$ cat config.mk
export PLATFORM = sky130hd
export DESIGN_NAME = pc_sequencer
export DESIGN_NICKNAME = d
export VERILOG_FILES = /design/src/rtl/pc_sequencer.sv
export SDC_FILE = /design/constraint.sdc
export NUM_CORES = 1
export LEC_CHECK = 0
export BUFFER_PORTS_ARGS = -buffer_cell sky130_fd_sc_hd__buf_2
export CORE_AREA = 2 2 58 87
export CTS_CLUSTER_DIAMETER = 30
export DETAILED_ROUTE_END_ITERATION = 7
export DIE_AREA = 0 0 60 89
export GPL_TIMING_DRIVEN = 0
export PLACE_DENSITY = 0.82
export SETUP_SLACK_MARGIN = 0.5
export SLEW_MARGIN = 25
export SYNTH_ARGS = -nofsm -noshare
export SYNTH_HDL_FRONTEND = slang
export SYNTH_SLANG_ARGS = --single-unit
$ cat constraint.sdc
create_clock -name clk -period 3.24 [get_ports clk]
set_input_delay 0.648 -clock clk [delete_from_list [all_inputs] [get_ports clk]]
set_output_delay 0.648 -clock clk [all_outputs]
set_load 0.02 [all_outputs]
$ cat src/rtl/pc_sequencer.sv
// pc_sequencer: program-counter stage around the 4:1 next-address mux.
// Holds the PC, runs the instruction-fetch handshake, feeds PC+1 (inca) and
// the link-stack top (LRa) to the mux, loads the mux result (mux1op) back
// into the PC, and keeps a small circular link stack for call/return.
//
// Ports:
//   clk, rst            rising-edge clock, async active-high reset
//   start, halt         leave IDLE / return to IDLE from WAIT_NEXT
//   mux1op, pc_we       next address and its load strobe
//   call, ret           link-stack push / pop, qualified by an accepted pc_we
//   imem_req, imem_addr fetch request (held until imem_ack) and address
//   imem_ack            memory accepted / returned the instruction
//   ir_valid            one-cycle pulse the cycle after imem_ack
//   pc, inca, LRa       current PC, PC+1, link-stack top (0 when empty)
//   stk_ovf, stk_unf    sticky overflow / underflow flags
module pc_sequencer #(
    parameter int unsigned    AW        = 8,
    parameter logic [AW-1:0]  RESET_VEC = '0,
    parameter int unsigned    LS_DEPTH  = 4
) (
    input  logic          clk,
    input  logic          rst,
    input  logic          start,
    input  logic          halt,
    input  logic [AW-1:0] mux1op,
    input  logic          pc_we,
    input  logic          call,
    input  logic          ret,
    output logic          imem_req,
    output logic [AW-1:0] imem_addr,
    input  logic          imem_ack,
    output logic          ir_valid,
    output logic [AW-1:0] pc,
    output logic [AW-1:0] inca,
    output logic [AW-1:0] LRa,
    output logic          stk_ovf,
    output logic          stk_unf
);

    localparam int unsigned PW = $clog2(LS_DEPTH);
    localparam int unsigned CW = $clog2(LS_DEPTH + 1);

    typedef enum logic [1:0] {
        S_IDLE,
        S_FETCH,
        S_WAIT_NEXT
    } state_t;

    state_t              state_q, state_d;
    logic [AW-1:0]       pc_q, pc_d;
    logic                irv_q, irv_d;
    logic                ovf_q, ovf_d;
    logic                unf_q, unf_d;
    logic [PW-1:0]       top_q, top_d;
    logic [CW-1:0]       cnt_q, cnt_d;
    logic [AW-1:0]       stk_q [LS_DEPTH];
    logic [AW-1:0]       stk_d [LS_DEPTH];
    logic [PW-1:0]       push_idx;

    assign inca      = pc_q + AW'(1);
    assign pc        = pc_q;
    assign imem_addr = pc_q;
    assign ir_valid  = irv_q;
    assign stk_ovf   = ovf_q;
    assign stk_unf   = unf_q;
    assign LRa       = (cnt_q == '0) ? '0 : stk_q[top_q];

    // Entries live in a ring indexed by top_q; a push while full simply
    // advances top over the oldest entry, so the count saturates at LS_DEPTH.
    assign push_idx  = top_q + PW'(1);

    always_comb begin
        state_d  = state_q;
        pc_d     = pc_q;
        irv_d    = 1'b0;
        ovf_d    = ovf_q;
        unf_d    = unf_q;
        top_d    = top_q;
        cnt_d    = cnt_q;
        stk_d    = stk_q;
        imem_req = 1'b0;

        unique case (state_q)
            S_IDLE: begin
                if (start) begin
                    state_d = S_FETCH;
                end
            end
            S_FETCH: begin
                imem_req = 1'b1;
                if (imem_ack) begin
                    irv_d   = 1'b1;
                    state_d = S_WAIT_NEXT;
                end
            end
            S_WAIT_NEXT: begin
                if (pc_we) begin
                    pc_d    = mux1op;
                    state_d = S_FETCH;
                    // call+ret on an empty stack degenerates to a plain push
                    if (call && (!ret || cnt_q == '0)) begin
                        top_d           = push_idx;
                        stk_d[push_idx] = inca;
                        if (cnt_q == CW'(LS_DEPTH)) begin
                            ovf_d = 1'b1;
                        end else begin
                            cnt_d = cnt_q + CW'(1);
                        end
                    end else if (call && ret) begin
                        stk_d[top_q] = inca;
                    end else if (ret) begin
                        if (cnt_q == '0) begin
                            unf_d = 1'b1;
                        end else begin
                            top_d = top_q - PW'(1);
                            cnt_d = cnt_q - CW'(1);
                        end
                    end
                end else if (halt) begin
                    state_d = S_IDLE;
                end
            end
            default: begin
                state_d = S_IDLE;
            end
        endcase
    end

    always_ff @(posedge clk or posedge rst) begin
        if (rst) begin
            state_q <= S_IDLE;
            pc_q    <= RESET_VEC;
            irv_q   <= 1'b0;
            ovf_q   <= 1'b0;
            unf_q   <= 1'b0;
            top_q   <= '0;
            cnt_q   <= '0;
            stk_q   <= '{default: '0};
        end else begin
            state_q <= state_d;
            pc_q    <= pc_d;
            irv_q   <= irv_d;
            ovf_q   <= ovf_d;
            unf_q   <= unf_d;
            top_q   <= top_d;
            cnt_q   <= cnt_d;
            stk_q   <= stk_d;
        end
    end

endmodule

==> impl_metrics.py <==
metrics = {
    "placed_design": {
        "post-place-ws_ns": 0.915,
        "port_buffers": 51,
        "hpwl_mm": 3.85,
        "place_congestion": 0.755,
        "dpl-instance-area_sq_um": 2970,
    },
    "drt": {
        "route.detailed.drc": 0,
        "viasPerCell": 5.29,
        "vias": 1761,
        "drt-total-wl_mm": 5.30,
        "wl_per_cell_um": 15.9,
        "initialDrtViolationCount": 60,
        "ant_nets": 0,
        "dr.pass1.iters": 4,
    },
    "cts": {
        "clkTransAtPathRegs_ns": 0.10,
        "cts_made_buffers": 5,
        "clk-insertion-delay-late_ns": 0.30,
        "cts_tree": "yes",
        "h-tree-depth": 2,
        "cts_setup_buffers": 0,
        "cts_buffer_depth": 2,
        "clkSinkCount": 50,
        "holdBufCountCts": 0,
        "ctsRootBufferMaster": "clkbuf_8",
    },
    "sta": {
        "max_slew_margin_pct": 46.6,
        "hold_viol_final": 0,
        "skew_ns": 0.00802,
        "fin_tns_setup_ns": 0,
        "fin_crit_ns": 2.60,
        "fin_crit_sh_pct": 80.2,
        "worst_slack_ns": 0.641,
        "fmax_mhz": 385,
        "rsz0062_at_grt": "false",
        "hold_ws_ns": 0.410,
        "tightestPinTransition_ns": 0.796,
        "report.final.slew_viol_count": 0,
        "finalSetupViolations": 0,
    },
    "worst_setup_path": {
        "crit_arrival_ns": 1.95,
        "crit_type": "reg2out",
        "reg2reg_from": "cnt_q[0]",
        "crit_path_end_kind": "output port",
        "crit_start": "imem_addr[1]",
        "cp-start-kind": "flop",
        "crit_path_max_fanout": 6,
        "critPathRequiredTime_ns": 2.59,
    },
    "power_and_ir_drop": {
        "p_seq_share_pct": 35.1,
        "power_switching_mw": 1.20,
        "p_int_mw": 1.67,
        "ir_drop_uv": 535,
        "combinationalPowerShare_pct": 49.3,
        "swShare_pct": 41.7,
        "pwr-share-clk_pct": 15.6,
        "power_density_nw_per_um2": 930,
        "p_leak_nw": 1.57,
    },
    "global_routing": {
        "grt.overflow.total": 0,
        "antenna_found_initial": 0,
        "groute.usage.overall_pct": 21.9,
        "grt_pass1_wl_mm": 8.51,
        "grt_pass1_vias": 1758,
        "grt_max_degree": 27,
    },
    "final_layout": {
        "drive_above_1_share_pct": 45.0,
        "antennaDiodeCount": 0,
        "final_nets": 292,
        "fill_cells": 333,
        "regArea_sq_um": 1250,
        "multiInputGateArea_sq_um": 1240,
        "areaGrowthSynthToFinish_pct": 18.6,
        "postLayoutCellArea_sq_um": 3080,
    },
    "synth": {
        "yosys_warnings": 0,
        "avgSynthCellArea_sq_um": 12.4,
        "syn_nets": 233,
        "seq_area_frac_synth_pct": 48.2,
        "synthCells": 209,
        "synth_cell_types": 36,
        "netlist_area_sq_um": 2600,
        "synth_seq_cells": 50,
    },
    "floorplanning": {
        "dieWidth_um": 60,
        "die_h_um": 89,
        "num_rows": 30,
        "core_sq_um": 4540,
        "io_pins": 52,
        "die-area_sq_um": 5340,
        "start_util_pct": 57.2,
    },
    "status": {
        "status": "completed",
    },
    "flow_run": {
        "maxCapViolations": 0,
    },
    "worst_hold_path": {
        "hold_class": "in2async",
    },
}
[path summary, 6_finish.rpt]
kind | slack, ns | end | cells past startpoint
min in group clk | 0.49 | stk_ovf | 1
max | 0.64 | inca[6] | 5
min | 0.41 | ir_valid | 2
max reg2reg | 0.99 | cnt_q[2] | 8
min reg2reg | 0.49 | stk_ovf | 1
max in group asynchronous | 2.29 | imem_addr[6] | 3
[cells in the mapped netlist]
cell / instances / area, sq um
mux2_2: 30 / 338
nor2_1: 2 / 7.51
xnor2_1: 7 / 61.3
mux2_1: 3 / 33.8
nand4_1: 1 / 6.26
nand3b_1: 1 / 7.51
or3_1: 1 / 6.26
nor4b_1: 1 / 8.76
buf_4: 9 / 67.6
nor2_4: 4 / 45.0
nand2_1: 27 / 101
ha_1: 8 / 100
o21ai_0: 4 / 20.0
xor2_1: 4 / 35.0
nand3_1: 2 / 10.0
a211oi_1: 1 / 7.51
dfrtp_1: 50 / 1250
a31o_2: 2 / 17.5
nor2b_1: 9 / 56.3
clkbuf_1: 5 / 18.8
o211ai_1: 2 / 15.0
mux2i_1: 5 / 50.1
and3_1: 2 / 12.5
and2_1: 2 / 12.5
a2bb2oi_1: 1 / 8.76
or2_2: 1 / 6.26
inv_1: 5 / 18.8
o221a_2: 1 / 11.3
mux4_2: 8 / 180
a21oi_1: 2 / 10.0
and3b_1: 1 / 8.76
a21o_1: 1 / 7.51
o31ai_4: 1 / 21.3
buf_2: 2 / 10.0
nor3_1: 3 / 15.0
o211a_1: 1 / 10.0
[metal layers]
layer  track usage, %  routed length [um]
met1             27.4                2200
met2             38.1                2910
met3             3.91                 138
met4             6.67                  49
met5                0                   0
[kinds of logic after synthesis]
family	Yosys count	synth area share, %
flip-flops	50	48.2
multiplexers	46	23.2
AO/OA/AOI/OAI	16	4.96
AND/OR/NAND/NOR	57	11.7
buffers and inverters	21	4.43
adder cells (fa/ha/maj)	8	3.85
XOR/XNOR	11	3.71
[registers in the layout, indices dropped and copies added, names as in the netlist]
name / flops
stk_q: 32
imem_addr: 8
cnt_q: 3
state_q: 2
top_q: 2
ir_valid: 1
stk_ovf: 1
stk_unf: 1
[placed cells by master (no fill, tap or decap), types with 2 or more instances in the layout]
cell type   instances
a21oi_1             2
a31o_2              2
and2_1              2
and3_1              2
buf_2              53
buf_4               9
clkbuf_1            4
clkbuf_8            5
clkinvlp_4          2
dfrtp_1            50
ha_1                8
inv_1               4
mux2_1              3
mux2_2             30
mux2i_1             5
mux4_2              8
nand2_1            27
nand3_1             2
nor2_1              2
nor2_4              4
nor2b_1             9
nor3_1              2
o211ai_1            2
o21ai_0             4
xnor2_1             7
xor2_1              4
[cell type report]
class | count | share of cell area [%]
plain buffers | 16 | 3.17
clock buffers | 5 | 2.23
clock inverters | 3 | 1.46
inverters | 5 | 0.609
multi-input cells | 138 | 40.1
flip-flops and latches | 50 | 40.6
well taps | 64 | 2.60
repair buffers | 52 | 9.18
[power by group through the flow]
stage                     combinational, mW  clock (mW)  sequential (mW)
after floorplan                       0.958           0             1.05
after global placement                 1.38           0             1.01
after detailed placement               1.42           0             1.02
after CTS                              1.43       0.455             1.01
after global routing                   1.53       0.485             1.03
final                                  1.41       0.446             1.01
[through the flow]
stage,power [mW],cells,utilization [%]
detailed placement,2.44,325,65.3
global route,3.04,333,67.8
floorplan,2.01,209,-
global placement,2.38,324,64.6
finish,2.87,333,67.8
CTS,2.89,333,67.8
[worst max-delay path, cell delays in order (launching register included)]
cell and delay (ns):
dfrtp_1 0.45, ha_1 0.22, nand3_1 0.13, nor2_1 0.17, xor2_1 0.42, buf_2 0.26
[timing repair]
| action | CTS | global route |
|---|---|---|
| endpoints found under the setup margin | 0 | 7 |
| hold endpoints to repair | 0 | 0 |
| gates resized for setup | 0 | 2 |
Note: power is estimated with default switching activity, not from simulation.
